$ cat config.mk
export PLATFORM = sky130hd
export DESIGN_NAME = seg7_capture_flat
export DESIGN_NICKNAME = d
export VERILOG_FILES = /design/src/rtl/seg7_capture_if.sv /design/src/rtl/seg7_capture.sv /design/src/flat_wrapper.sv
export SDC_FILE = /design/constraint.sdc
export NUM_CORES = 1
export LEC_CHECK = 0
export CORE_ASPECT_RATIO = 0.5
export CORE_MARGIN = 10
export CORE_UTILIZATION = 55
export DETAILED_ROUTE_END_ITERATION = 8
export PLACE_DENSITY = 0.87
export SLEW_MARGIN = 20
export SYNTH_ARGS = -nofsm -noshare
export SYNTH_HDL_FRONTEND = slang
export SYNTH_SLANG_ARGS = --single-unit
$ cat constraint.sdc
create_clock -name clk_i -period 3.3 [get_ports clk_i]
set_clock_uncertainty 0.05 [all_clocks]
set_input_delay 0.33 -clock clk_i [delete_from_list [all_inputs] [get_ports clk_i]]
set_output_delay 0.33 -clock clk_i [all_outputs]
set_load 0.02 [all_outputs]
$ cat src/rtl/seg7_capture_if.sv
// seg7_capture_if: the segment bus that is observed, and the event handshake.
//   slave  modport: used by the monitor (seg_i/ready_i/ovf_clr_i in, event outputs out)
//   master modport: used by whatever drives the display pins and consumes events
interface seg7_capture_if;
  logic [7:0] seg_i;
  logic       ready_i;
  logic       ovf_clr_i;
  logic       valid_o;
  logic [3:0] digit_o;
  logic       dp_o;
  logic       err_o;
  logic       ovf_o;

  modport slave (
    input  seg_i, ready_i, ovf_clr_i,
    output valid_o, digit_o, dp_o, err_o, ovf_o
  );

  modport master (
    output seg_i, ready_i, ovf_clr_i,
    input  valid_o, digit_o, dp_o, err_o, ovf_o
  );
endinterface

$ cat src/rtl/seg7_capture.sv
// seg7_capture: debounces a 7-segment display word, decodes it back to a hex
// digit and reports each change as an event over valid/ready.
//   clk_i, rst_i  : clock, synchronous active-high reset
//   bus (slave)   : seg_i observed word, ready_i/valid_o handshake,
//                   digit_o/dp_o/err_o event payload, ovf_o sticky drop flag
//                   cleared by ovf_clr_i
// Optional feature: define SEG7_CAPTURE_ERR_EN to report stable non-blank
// patterns that match no hex digit (err_o=1, digit_o=0).
module seg7_capture #(
  parameter int unsigned STABLE_CYCLES = 16
) (
  input  logic           clk_i,
  input  logic           rst_i,
  seg7_capture_if.slave  bus
);

  localparam int unsigned CW = $clog2(STABLE_CYCLES + 1);

`ifdef SEG7_CAPTURE_ERR_EN
  localparam bit ERR_EN = 1'b1;
`else
  localparam bit ERR_EN = 1'b0;
`endif

  typedef enum logic {TRACK = 1'b0, HOLD = 1'b1} state_t;

  state_t       state_q, state_d;
  logic [7:0]   seg_q;
  logic [CW-1:0] cnt_q;
  logic [7:0]   last_q;
  logic         none_q;

  logic         same_c;
  logic         accept_c;
  logic         blank_c;
  logic         match_c;
  logic [3:0]   digit_c;
  logic         ev_c;
  logic         load_c;

  assign same_c = (bus.seg_i == seg_q);

  // Input sample and saturating stability counter
  always_ff @(posedge clk_i) begin
    if (rst_i) begin
      seg_q <= 8'h00;
      cnt_q <= '0;
    end else begin
      seg_q <= bus.seg_i;
      if (!same_c)
        cnt_q <= '0;
      else if (cnt_q != CW'(STABLE_CYCLES))
        cnt_q <= cnt_q + CW'(1);
    end
  end

  // FSM state register
  always_ff @(posedge clk_i) begin
    if (rst_i) state_q <= TRACK;
    else       state_q <= state_d;
  end

  // Acceptance fires on the edge where the count reaches the threshold
  always_comb begin
    state_d  = state_q;
    accept_c = 1'b0;
    case (state_q)
      TRACK: begin
        if (same_c && (cnt_q == CW'(STABLE_CYCLES - 1))) begin
          accept_c = 1'b1;
          state_d  = HOLD;
        end
      end
      HOLD: begin
        if (!same_c) state_d = TRACK;
      end
      default: state_d = TRACK;
    endcase
  end

  // Segment-to-hex decode; bit 0 (decimal point) is ignored
  always_comb begin
    match_c = 1'b1;
    digit_c = 4'h0;
    case ({seg_q[7:1], 1'b0})
      8'h7E: digit_c = 4'h0;
      8'h12: digit_c = 4'h1;
      8'hBC: digit_c = 4'h2;
      8'hB6: digit_c = 4'h3;
      8'hD2: digit_c = 4'h4;
      8'hE6: digit_c = 4'h5;
      8'hEE: digit_c = 4'h6;
      8'h32: digit_c = 4'h7;
      8'hFE: digit_c = 4'h8;
      8'hF2: digit_c = 4'h9;
      8'hFA: digit_c = 4'hA;
      8'hCE: digit_c = 4'hB;
      8'h6C: digit_c = 4'hC;
      8'h9E: digit_c = 4'hD;
      8'hEC: digit_c = 4'hE;
      8'hE8: digit_c = 4'hF;
      default: match_c = 1'b0;
    endcase
  end

  assign blank_c = (seg_q[7:1] == 7'h00);
  assign ev_c    = accept_c && !blank_c && (match_c || ERR_EN) &&
                   (none_q || (seg_q != last_q));
  assign load_c  = !bus.valid_o || bus.ready_i;

  // Event output register, last-reported tracking and overflow flag
  always_ff @(posedge clk_i) begin
    if (rst_i) begin
      bus.valid_o <= 1'b0;
      bus.digit_o <= 4'h0;
      bus.dp_o    <= 1'b0;
      bus.err_o   <= 1'b0;
      bus.ovf_o   <= 1'b0;
      last_q      <= 8'h00;
      none_q      <= 1'b1;
    end else begin
      if (bus.valid_o && bus.ready_i)
        bus.valid_o <= 1'b0;
      if (bus.ovf_clr_i)
        bus.ovf_o <= 1'b0;
      // Blank forgets history so a repeated digit is reported again
      if (accept_c && blank_c)
        none_q <= 1'b1;
      if (ev_c) begin
        if (load_c) begin
          bus.valid_o <= 1'b1;
          bus.digit_o <= match_c ? digit_c : 4'h0;
          bus.dp_o    <= seg_q[0];
          bus.err_o   <= ERR_EN && !match_c;
          last_q      <= seg_q;
          none_q      <= 1'b0;
        end else begin
          bus.ovf_o <= 1'b1;
        end
      end
    end
  end

endmodule

$ cat src/flat_wrapper.sv
// flat-port wrapper written by rule: the top's interface ports become plain ports
module seg7_capture_flat 
#(
  parameter int unsigned STABLE_CYCLES = 16
)
  (clk_i, rst_i, bus_seg_i, bus_ready_i, bus_ovf_clr_i, bus_valid_o, bus_digit_o, bus_dp_o, bus_err_o, bus_ovf_o);
  seg7_capture_if bus_i ();
  input  logic clk_i;
  input  logic rst_i;
  input wire logic [$bits(bus_i.seg_i)-1:0] bus_seg_i;
  input wire logic [$bits(bus_i.ready_i)-1:0] bus_ready_i;
  input wire logic [$bits(bus_i.ovf_clr_i)-1:0] bus_ovf_clr_i;
  output wire logic [$bits(bus_i.valid_o)-1:0] bus_valid_o;
  output wire logic [$bits(bus_i.digit_o)-1:0] bus_digit_o;
  output wire logic [$bits(bus_i.dp_o)-1:0] bus_dp_o;
  output wire logic [$bits(bus_i.err_o)-1:0] bus_err_o;
  output wire logic [$bits(bus_i.ovf_o)-1:0] bus_ovf_o;
  assign bus_i.seg_i = bus_seg_i;
  assign bus_i.ready_i = bus_ready_i;
  assign bus_i.ovf_clr_i = bus_ovf_clr_i;
  assign bus_valid_o = bus_i.valid_o;
  assign bus_digit_o = bus_i.digit_o;
  assign bus_dp_o = bus_i.dp_o;
  assign bus_err_o = bus_i.err_o;
  assign bus_ovf_o = bus_i.ovf_o;
  seg7_capture #(.STABLE_CYCLES(STABLE_CYCLES)) u_core (.clk_i(clk_i), .rst_i(rst_i), .bus(bus_i));
endmodule
==> results.yml, run 1 <==
place:
  numPortBuffers: 18
  place_hpwl_um: 2443
  place_inst: 228
  routabilityCongestion: 0.8115
clock_tree:
  cts_inserted_buffers: 5
  cts_resized: 0
  insertion_delay_ns: 0.28
  postCtsHoldBufs: 0
  clk_transition_reported_paths_ns: 0.06
  cts_sinks: 29
  cts_max_level: 2
  clockBufferDepth: 2
  cts_setup_buffers: 0
  cts-root-buf: "clkbuf_8"
  tritoncts: "built"
drt:
  wirelength_um: 3651
  drc: 0
  num_vias: 1330
  vias_per_cell: 5.636
  ant_nets: 0
  drt_iter0_drc: 89
  dr.pass1.iters: 4
  wire_per_inst_um: 15.47
hold_path:
  hp-class: "flip-flop to flip-flop"
synth:
  synth_edf_count: 0
  syn_avg_cell_area_um2: 9.537
  postSynthCellCount: 180
  syn-num-nets: 195
  yosysUniqueCellTypes: 52
  synth_ff_type: "dfxtp_1"
  ys_seq_elements: 29
  synth_area_um2: 1717
  async_flop_share_pct: 0
  yosys_warnings: 0
  yosysSeqAreaShare_pct: 33.82
worst_setup_path:
  cp_slowest_cell: "dfxtp_1"
  critPathTopFamily: "simple AND/OR/NAND/NOR gates"
  path_class: "flip-flop to flip-flop"
  worstPathCellList: "ha_1 > and3_1 > ha_1 > or2b_2 > and2b_2 > nand4b_1 > a211oi_4 > buf_4 > mux2i_1 > nor2_1"
  crit_required_ns: 3.42
  crit_top_cell: "ha_1"
  cp_num_buf_inv: 1
  cp.arrival_ns: 2.59
  start_kind: "flip-flop"
  slowest_delay_ns: 0.37
  path_max_fanout: 15
  end_kind: "flip-flop"
power_and_ir_drop:
  power_mw: 0.8154
  cellPowerDensity_nw_per_um2: 413.8
  irDropWorstVdd_mv: 0.2875
  p_leak_nw: 0.6981
layout:
  fin_cells: 236
  nets: 210
  fin_util_pct: 65.79
  area_growth_pct: 14.80
  drive_gt1_share_pct: 15.31
  num_antenna_cells: 0
global_route:
  antenna_found_initial: 0
  grt_pass1_wl_um: 6051
  track_usage_pct: 12.65
  gr-total-overflow: 0
  grt_max_degree: 19
  grt_pass1_vias: 1283
floorplan:
  dieArea_um2: 5892
  die_y_um: 59.51
  rows: 14
  io_pins: 20
  core_area_um2: 2995
  start_util_pct: 57.31
  chipWidth_um: 99.01
timing:
  max_freq_ghz: 0.4056
  finalMaxSlewViolations: 0
  max_slew_margin_pct: 45.09
  rsz0062_at_grt: "no"
  hold_viol_final: 0
  finalCritPeriodShare_pct: 74.71
  tightest_slew_ns: 0.8122
  period_needed_ns: 2.465
  setup_viol_count_final: 0
  setup_tns_ns: 0
outcome:
  status: "complete, no violations"
flow_run:
  maxCapViolCount: 0
per-layer routing:
layer  GRT usage [%]  share of wire, %  up-vias
met5               0                 0        -
met4           3.651               1.1        0
met3           4.889               4.9        6
met2           20.85                50       30
met1           15.08                44      643
li1                -                 -      651
layout by cell type, fill, tap and decap left out, types with 2 or more instances in the layout:
cell type	Yosys	layout
a21oi_1	7	7
and4bb_2	4	4
buf_4	3	2
clkbuf_8	1	6
clkdlybuf4s50_1	0	18
dfxtp_1	29	29
ha_1	3	3
inv_1	5	5
mux2i_1	12	12
nand2_1	8	8
nand2b_1	3	3
nand3_1	4	4
nand3b_1	2	2
nor2_1	22	22
nor2b_1	8	8
nor3_1	3	3
nor4_2	2	2
nor4_4	2	2
nor4b_1	3	3
o2111a_1	2	2
o21ai_0	2	2
or2b_2	2	2
xnor2_1	9	9
xor2_1	10	10
worst reg2reg max path, delay by kind of cell, from the launching register on:
family,cells,cell delay (ns)
multiplexers,1,0.24
adder cells (fa/ha/maj),2,0.35
AO/OA/AOI/OAI,1,0.18
AND/OR/NAND/NOR,5,0.89
flip-flops,1,0.37
buffers and inverters,1,0.28
metrics by stage:
stage	cell area, um^2	worst slack [ns]	hold slack (ns)
detailed placement	1854	0.8486	0.4283
global route	1971	0.6689	0.4589
CTS	1971	0.8192	0.4396
global placement	1854	0.9338	0.3968
finish	1971	0.8345	0.4355
floorplan	1717	0.9377	0.3516
kinds of logic after synthesis:
group / Yosys count / share of synthesized area [%]
muxes: 12 / 6.997
adders and majority gates: 3 / 2.187
and+or+nand+nor: 78 / 29.81
xor gates and xnor gates: 19 / 9.694
DFF: 29 / 33.82
other: 1 / 0.2184
AOI/OAI and AO/OA: 21 / 9.913
buffers and inverters: 17 / 7.361
registers in the layout, summed over array words and instances (netlist names):
| name | count |
|---|---|
| u_core.bus.digit_o | 4 |
| u_core.bus.ovf_o | 1 |
| u_core.bus.valid_o | 1 |
| u_core.cnt_q | 5 |
| u_core.last_q | 8 |
| u_core.none_q | 1 |
| u_core.seg_q | 8 |
| u_core.state_q | 1 |
final timing paths:
path	from	to	slack (ns)	depth (start not counted)
max	u_core.cnt_q[1]	u_core.last_q[5]	0.83	10
max reg2reg	u_core.cnt_q[1]	u_core.last_q[5]	0.83	10
min reg2reg	u_core.state_q	u_core.state_q	0.44	2
min	u_core.state_q	u_core.state_q	0.44	2
cell usage after synthesis, drive strengths merged, types with 5 or more instances:
library cell | n | area, um^2
dfxtp | 29 | 580.6
nor2 | 23 | 88.84
mux2i | 12 | 120.1
xor2 | 10 | 87.58
xnor2 | 9 | 78.83
buf | 8 | 82.57
nand2 | 8 | 30.03
nor2b | 8 | 50.05
a21oi | 7 | 35.03
inv | 5 | 18.77
nor4 | 5 | 73.82
power breakdown:
part           internal [mW]  leakage (nW)  switching [mW]  total [mW]
Clock                  0.246        0.0585           0.131       0.377
Combinational         0.0339         0.404          0.0278      0.0617
Sequential             0.355         0.236          0.0215       0.377
area by class of cell:
| class | instances | area (um^2) |
|---|---|---|
| fill | 234 | 1025 |
| multi-input combinational | 134 | 1010 |
| sequential | 29 | 580.6 |
| timing repair buffer | 20 | 195.2 |
| clock buffer | 7 | 86.33 |
| tap | 40 | 50.05 |
| clock inverter | 1 | 30.03 |
| inverter | 5 | 18.77 |
Power figures use the tool's default switching activity.
==> run 2: changes to the inputs <==
==> constraint.sdc (replaced) <==
create_clock -name clk_i -period 2.4 [get_ports clk_i]
set_clock_uncertainty 0.05 [all_clocks]
set_input_delay 0.24 -clock clk_i [delete_from_list [all_inputs] [get_ports clk_i]]
set_output_delay 0.24 -clock clk_i [all_outputs]
set_load 0.02 [all_outputs]
==> run 2 against run 1 <==
Flip-flop and latch count stayed put; clock-buffer cell count stayed put; via count is 6.4% higher; core utilization is 5.7 points higher; hold slack better by 0.0039 ns; largest power group unchanged; highest routed layer unchanged.
==> results.yml, run 2 (synthesized netlist as in run 1, its figures left out) <==
worst_setup_path:
  path_max_fanout: 7
  regToRegSetupSlack_ns: 0.06
  end_kind: "flip-flop"
  start_kind: "flip-flop"
  r2r_start: "u_core.cnt_q[0]"
  worstPathCellList: "ha_4 > and3_4 > ha_4 > or2b_4 > and2b_2 > nand4b_1 > a211oi_4 > buf_6 > buf_12 > mux2i_1 > nor2_1"
  cp_slowest_cell: "dfxtp_2"
  cp-startpoint: "u_core.cnt_q[0]"
  path_class: "flip-flop to flip-flop"
  crit_required_ns: 2.51
  critPathTopFamily: "simple AND/OR/NAND/NOR gates"
  cp_num_buf_inv: 2
  cp.arrival_ns: 2.45
  slowest_delay_ns: 0.35
  crit_top_cell: "ha_4"
floorplan:
  start_util_pct: 57.31
  io_pins: 20
  die_y_um: 59.51
  dieArea_um2: 5892
  chipWidth_um: 99.01
  rows: 14
  core_area_um2: 2995
timing:
  max_slew_margin_pct: 41.21
  period_needed_ns: 2.336
  fin_hold_ws_ns: 0.4395
  finalCritPeriodShare_pct: 97.35
  rsz0062_at_grt: "yes"
  hold_viol_final: 0
  max_freq_ghz: 0.4280
  setup_tns_ns: 0
  layout_setup_ws_ns: 0.06368
  finalMaxSlewViolations: 0
  setup_viol_count_final: 0
  tightest_slew_ns: 0.8696
layout:
  top_regs: "u_core.last_q: 8 flops, u_core.seg_q: 8 flops, u_core.cnt_q: 5 flops"
  fin_util_pct: 71.51
  area_growth_pct: 24.78
  mostFrequentLayoutCell: "dfxtp_1"
  layout_common_cells: "dfxtp_1 (25), nor2_1 (22), clkdlybuf4s50_1 (18)"
  nets: 226
  final_cell_area_um2: 2142
  drive_gt1_share_pct: 24.64
  n_fill_cell: 191
  num_antenna_cells: 0
  fin_cells: 251
drt:
  wire_per_inst_um: 16.20
  wirelength_um: 4067
  drc: 0
  dr.pass1.iters: 4
  vias_per_cell: 5.637
  num_vias: 1415
  ant_nets: 0
  drt_iter0_drc: 72
place:
  place_hpwl_um: 2760
  dpl-instance-area_um2: 1942
  place_inst: 238
  routabilityCongestion: 0.8803
  numPortBuffers: 18
  place_ws_ns: -0.03908
power_and_ir_drop:
  irDropWorstVdd_mv: 0.4325
  p_leak_nw: 0.7798
  cellPowerDensity_nw_per_um2: 472.1
  power_mw: 1.011
outcome:
  status: "complete, no violations"
clock_tree:
  tritoncts: "built"
  cts-root-buf: "clkbuf_8"
  cts_max_level: 2
  clockBufferDepth: 2
  clk_transition_reported_paths_ns: 0.06
  cts_inserted_buffers: 5
  insertion_delay_ns: 0.28
  cts_sinks: 29
global_route:
  track_usage_pct: 14.04
  gr-total-overflow: 0
  grt_pass1_vias: 1398
  grt_pass1_wl_um: 6637
  antenna_found_initial: 0
  grt_max_degree: 19
hold_path:
  hp-class: "flip-flop to flip-flop"
  hp-start: "u_core.bus.ovf_o"
flow_run:
  maxCapViolCount: 0
==> run 2: cell types whose count changed in the layout (fill, tap and decap cells not counted), sizes merged <==
cell | previous run | this run
bufinv | 1 | 0
buf | 2 | 17
bufbuf | 0 | 1
==> run 2: area by class of cell <==
type	instances	area (um^2)	area share [%]
multi-input combinational	134	1042	48.66
inverter	5	18.77	0.8762
timing repair buffer	36	356.6	16.65
sequential	29	588.1	27.45
tap	40	50.05	2.336
clock buffer	7	86.33	4.030
==> run 2: worst register-to-register path: stages (launching register included) <==
cell	delay (ns)
dfxtp_2	0.35
ha_4	0.13
and3_4	0.19
ha_4	0.12
or2b_4	0.26
and2b_2	0.20
nand4b_1	0.13
a211oi_4	0.25
buf_6	0.15
buf_12	0.12
mux2i_1	0.22
nor2_1	0.07
==> run 2: timing repair <==
action                     4_1_cts  5_1_grt
setup endpoints to repair       10       12
pin swaps                        3        3
setup buffers                    4        1
resized for setup               10        2
hold buffers                     0        0
gates cloned                     1        0
==> run 2: worst paths after layout <==
path | cells after the start | endpoint
setup reg to reg | 11 | u_core.last_q[4]
hold / removal | 2 | u_core.bus.ovf_o
setup / recovery | 11 | u_core.last_q[4]
hold reg to reg | 2 | u_core.bus.ovf_o
==> run 2: routing by layer <==
layer  vias up  global-route usage [%]  wire (um)  part of all wire (%)
met5         -                       0          0                     0
met4         0                   5.274         53                   1.3
met3        10                   5.006        294                   7.2
met2        43                   24.91       2048                    50
met1       677                   15.32       1670                    41
li1        685                       -          -                     -
==> run 2: where the power goes <==
group	internal, mW	leakage (nW)	switching (mW)
Clock	0.227	0.0443	0.173
Sequential	0.488	0.238	0.0203
Combinational	0.0544	0.498	0.0490
==> run 3: changes to the inputs <==
--- a/config.mk
+++ b/config.mk
@@ -6,11 +6,11 @@
 export NUM_CORES = 1
 export LEC_CHECK = 0
 export CORE_ASPECT_RATIO = 0.5
-export CORE_MARGIN = 10
+export CORE_MARGIN = 2
 export CORE_UTILIZATION = 55
 export DETAILED_ROUTE_END_ITERATION = 8
 export PLACE_DENSITY = 0.87
-export SLEW_MARGIN = 20
+export SLEW_MARGIN = 5
 export SYNTH_ARGS = -nofsm -noshare
 export SYNTH_HDL_FRONTEND = slang
 export SYNTH_SLANG_ARGS = --single-unit
==> run 3 against run 2 <==
The run now ends with negative setup slack left; clock power down 4%; total power down 0.57%; core utilization up 1.2 points; sequential power about the same; critical endpoint is now u_core.last_q[6]; highest routed layer unchanged.
==> results.yml, run 3 (synthesized netlist as in run 1, its figures left out) <==
worst_setup_path:
  crit_required_ns: 2.52
  cp.arrival_ns: 2.54
  cp_slowest_cell: "dfxtp_2"
  cp_num_buf_inv: 2
  worstPathCellList: "ha_4 > and3_4 > ha_4 > or2b_4 > and2b_2 > nand4b_1 > a211oi_4 > buf_6 > buf_16 > mux2i_1 > nor2_1"
  start_kind: "flip-flop"
  regToRegSetupSlack_ns: -0.02
  crit_top_cell: "ha_4"
  critPathTopFamily: "simple AND/OR/NAND/NOR gates"
  end_kind: "flip-flop"
  path_max_fanout: 6
  slowest_delay_ns: 0.36
  path_class: "flip-flop to flip-flop"
timing:
  hold_viol_final: 0
  rsz0062_at_grt: "yes"
  finalMaxSlewViolations: 0
  setup_viol_count_final: 1
  setup_tns_ns: -0.02473
  max_freq_ghz: 0.4124
  finalCritPeriodShare_pct: 101.0
  fin_hold_ws_ns: 0.4224
  max_slew_margin_pct: 39.12
  tightest_slew_ns: 0.9005
  layout_setup_ws_ns: -0.02473
  period_needed_ns: 2.425
floorplan:
  chipWidth_um: 83.01
  start_util_pct: 57.31
  rows: 14
  core_area_um2: 2995
  die_y_um: 43.51
  dieArea_um2: 3611
  io_pins: 20
clock_tree:
  cts_sinks: 29
  cts_max_level: 2
  clk_transition_reported_paths_ns: 0.06
  cts-root-buf: "clkbuf_8"
  insertion_delay_ns: 0.28
  cts_inserted_buffers: 5
  clockBufferDepth: 2
  tritoncts: "built"
layout:
  layout_common_cells: "dfxtp_1 (25), nor2_1 (21), clkdlybuf4s50_1 (18), buf_4 (18)"
  area_growth_pct: 26.90
  top_regs: "u_core.last_q: 8 flops, u_core.seg_q: 8 flops, u_core.cnt_q: 5 flops"
  final_cell_area_um2: 2178
  seq_area_um2: 585.6
  mostFrequentLayoutCell: "dfxtp_1"
  n_fill_cell: 188
  drive_gt1_share_pct: 26.51
  num_antenna_cells: 0
  multiInputGateArea_um2: 1070
  nets: 229
place:
  numPortBuffers: 18
  place_hpwl_um: 2589
  dpl-instance-area_um2: 1957
  routabilityCongestion: 0.8466
drt:
  drt_iter0_drc: 93
  num_vias: 1448
  ant_nets: 0
  vias_per_cell: 5.678
  drc: 0
  dr.pass1.iters: 4
  wire_per_inst_um: 16.80
  wirelength_um: 4284
hold_path:
  hp-class: "flip-flop to flip-flop"
global_route:
  grt_max_degree: 19
  track_usage_pct: 23.55
  grt_pass1_vias: 1376
  grt_pass1_wl_um: 6451
  antenna_found_initial: 0
  gr-total-overflow: 0
outcome:
  status: "finished with violations"
  violations: "negative setup slack"
flow_run:
  maxCapViolCount: 0
power_and_ir_drop:
  cellPowerDensity_nw_per_um2: 461.6
  p_leak_nw: 0.7904
  irDropWorstVdd_mv: 0.4382
## run 3: changes by cell type in the layout (fill, tap and decap cells not counted), sizes merged
cell    change
clkbuf      +1
bufbuf      -1
buf         +4
## run 3: worst min-delay path: cells and delay by family (launching register included)
kind | cells | cell delay [ns]
flops | 1 | 0.33
simple gates | 2 | 0.11
## run 3: what timing repair did
action,in CTS,in global routing
setup endpoints to repair,10,11
resized for setup,10,7
setup buffers,5,1
hold buffers,0,0
gates cloned,1,0
pin swaps,3,6
## run 3: through the flow
| step | setup WS, ns | utilization [%] | instances | power [mW] |
|---|---|---|---|---|
| 2_1_floorplan | 0.03767 | - | 180 | 0.5852 |
| 3_3_place_gp | 0.1190 | 65.33 | 240 | 0.6196 |
| 3_5_place_dp | -0.04937 | 65.33 | 240 | 0.6228 |
| 4_1_cts | 0.01771 | 71.47 | 254 | 0.9979 |
| 5_1_grt | -0.05797 | 72.72 | 255 | 1.041 |
| 6_report | -0.02473 | 72.72 | 255 | 1.006 |
## run 3: layout make-up
type / instances / share of cell area [%]
multi-input combinational: 134 / 49.11
tap: 40 / 2.298
inverter: 5 / 0.8616
timing repair buffer: 39 / 17.17
clock buffer: 8 / 3.676
sequential: 29 / 26.88
## run 3: path summary, 6_finish.rpt
check	endpoint	from	cells after the start
worst max-delay path	u_core.last_q[6]	u_core.cnt_q[0]	11
worst min-delay path	u_core.state_q	u_core.state_q	2
worst max register to register	u_core.last_q[6]	u_core.cnt_q[0]	11
worst min register to register	u_core.state_q	u_core.state_q	2
## run 3: per-layer routing
| metal | part of all wire, % | GRT usage [%] | vias up | wire length (um) |
|---|---|---|---|---|
| li1 | - | - | 691 | - |
| met1 | 43 | 27.03 | 712 | 1823 |
| met2 | 51 | 41.45 | 36 | 2194 |
| met3 | 4.5 | 6.476 | 9 | 194 |
| met4 | 1.7 | 12.79 | 0 | 72 |
| met5 | 0 | 0 | - | 0 |
## run 3: where the power goes
group          leakage, nW  internal [mW]  switching, mW
Clock               0.0395          0.205          0.181
Combinational        0.514         0.0566         0.0518
Sequential           0.237          0.489         0.0217
Total                0.790          0.751          0.254
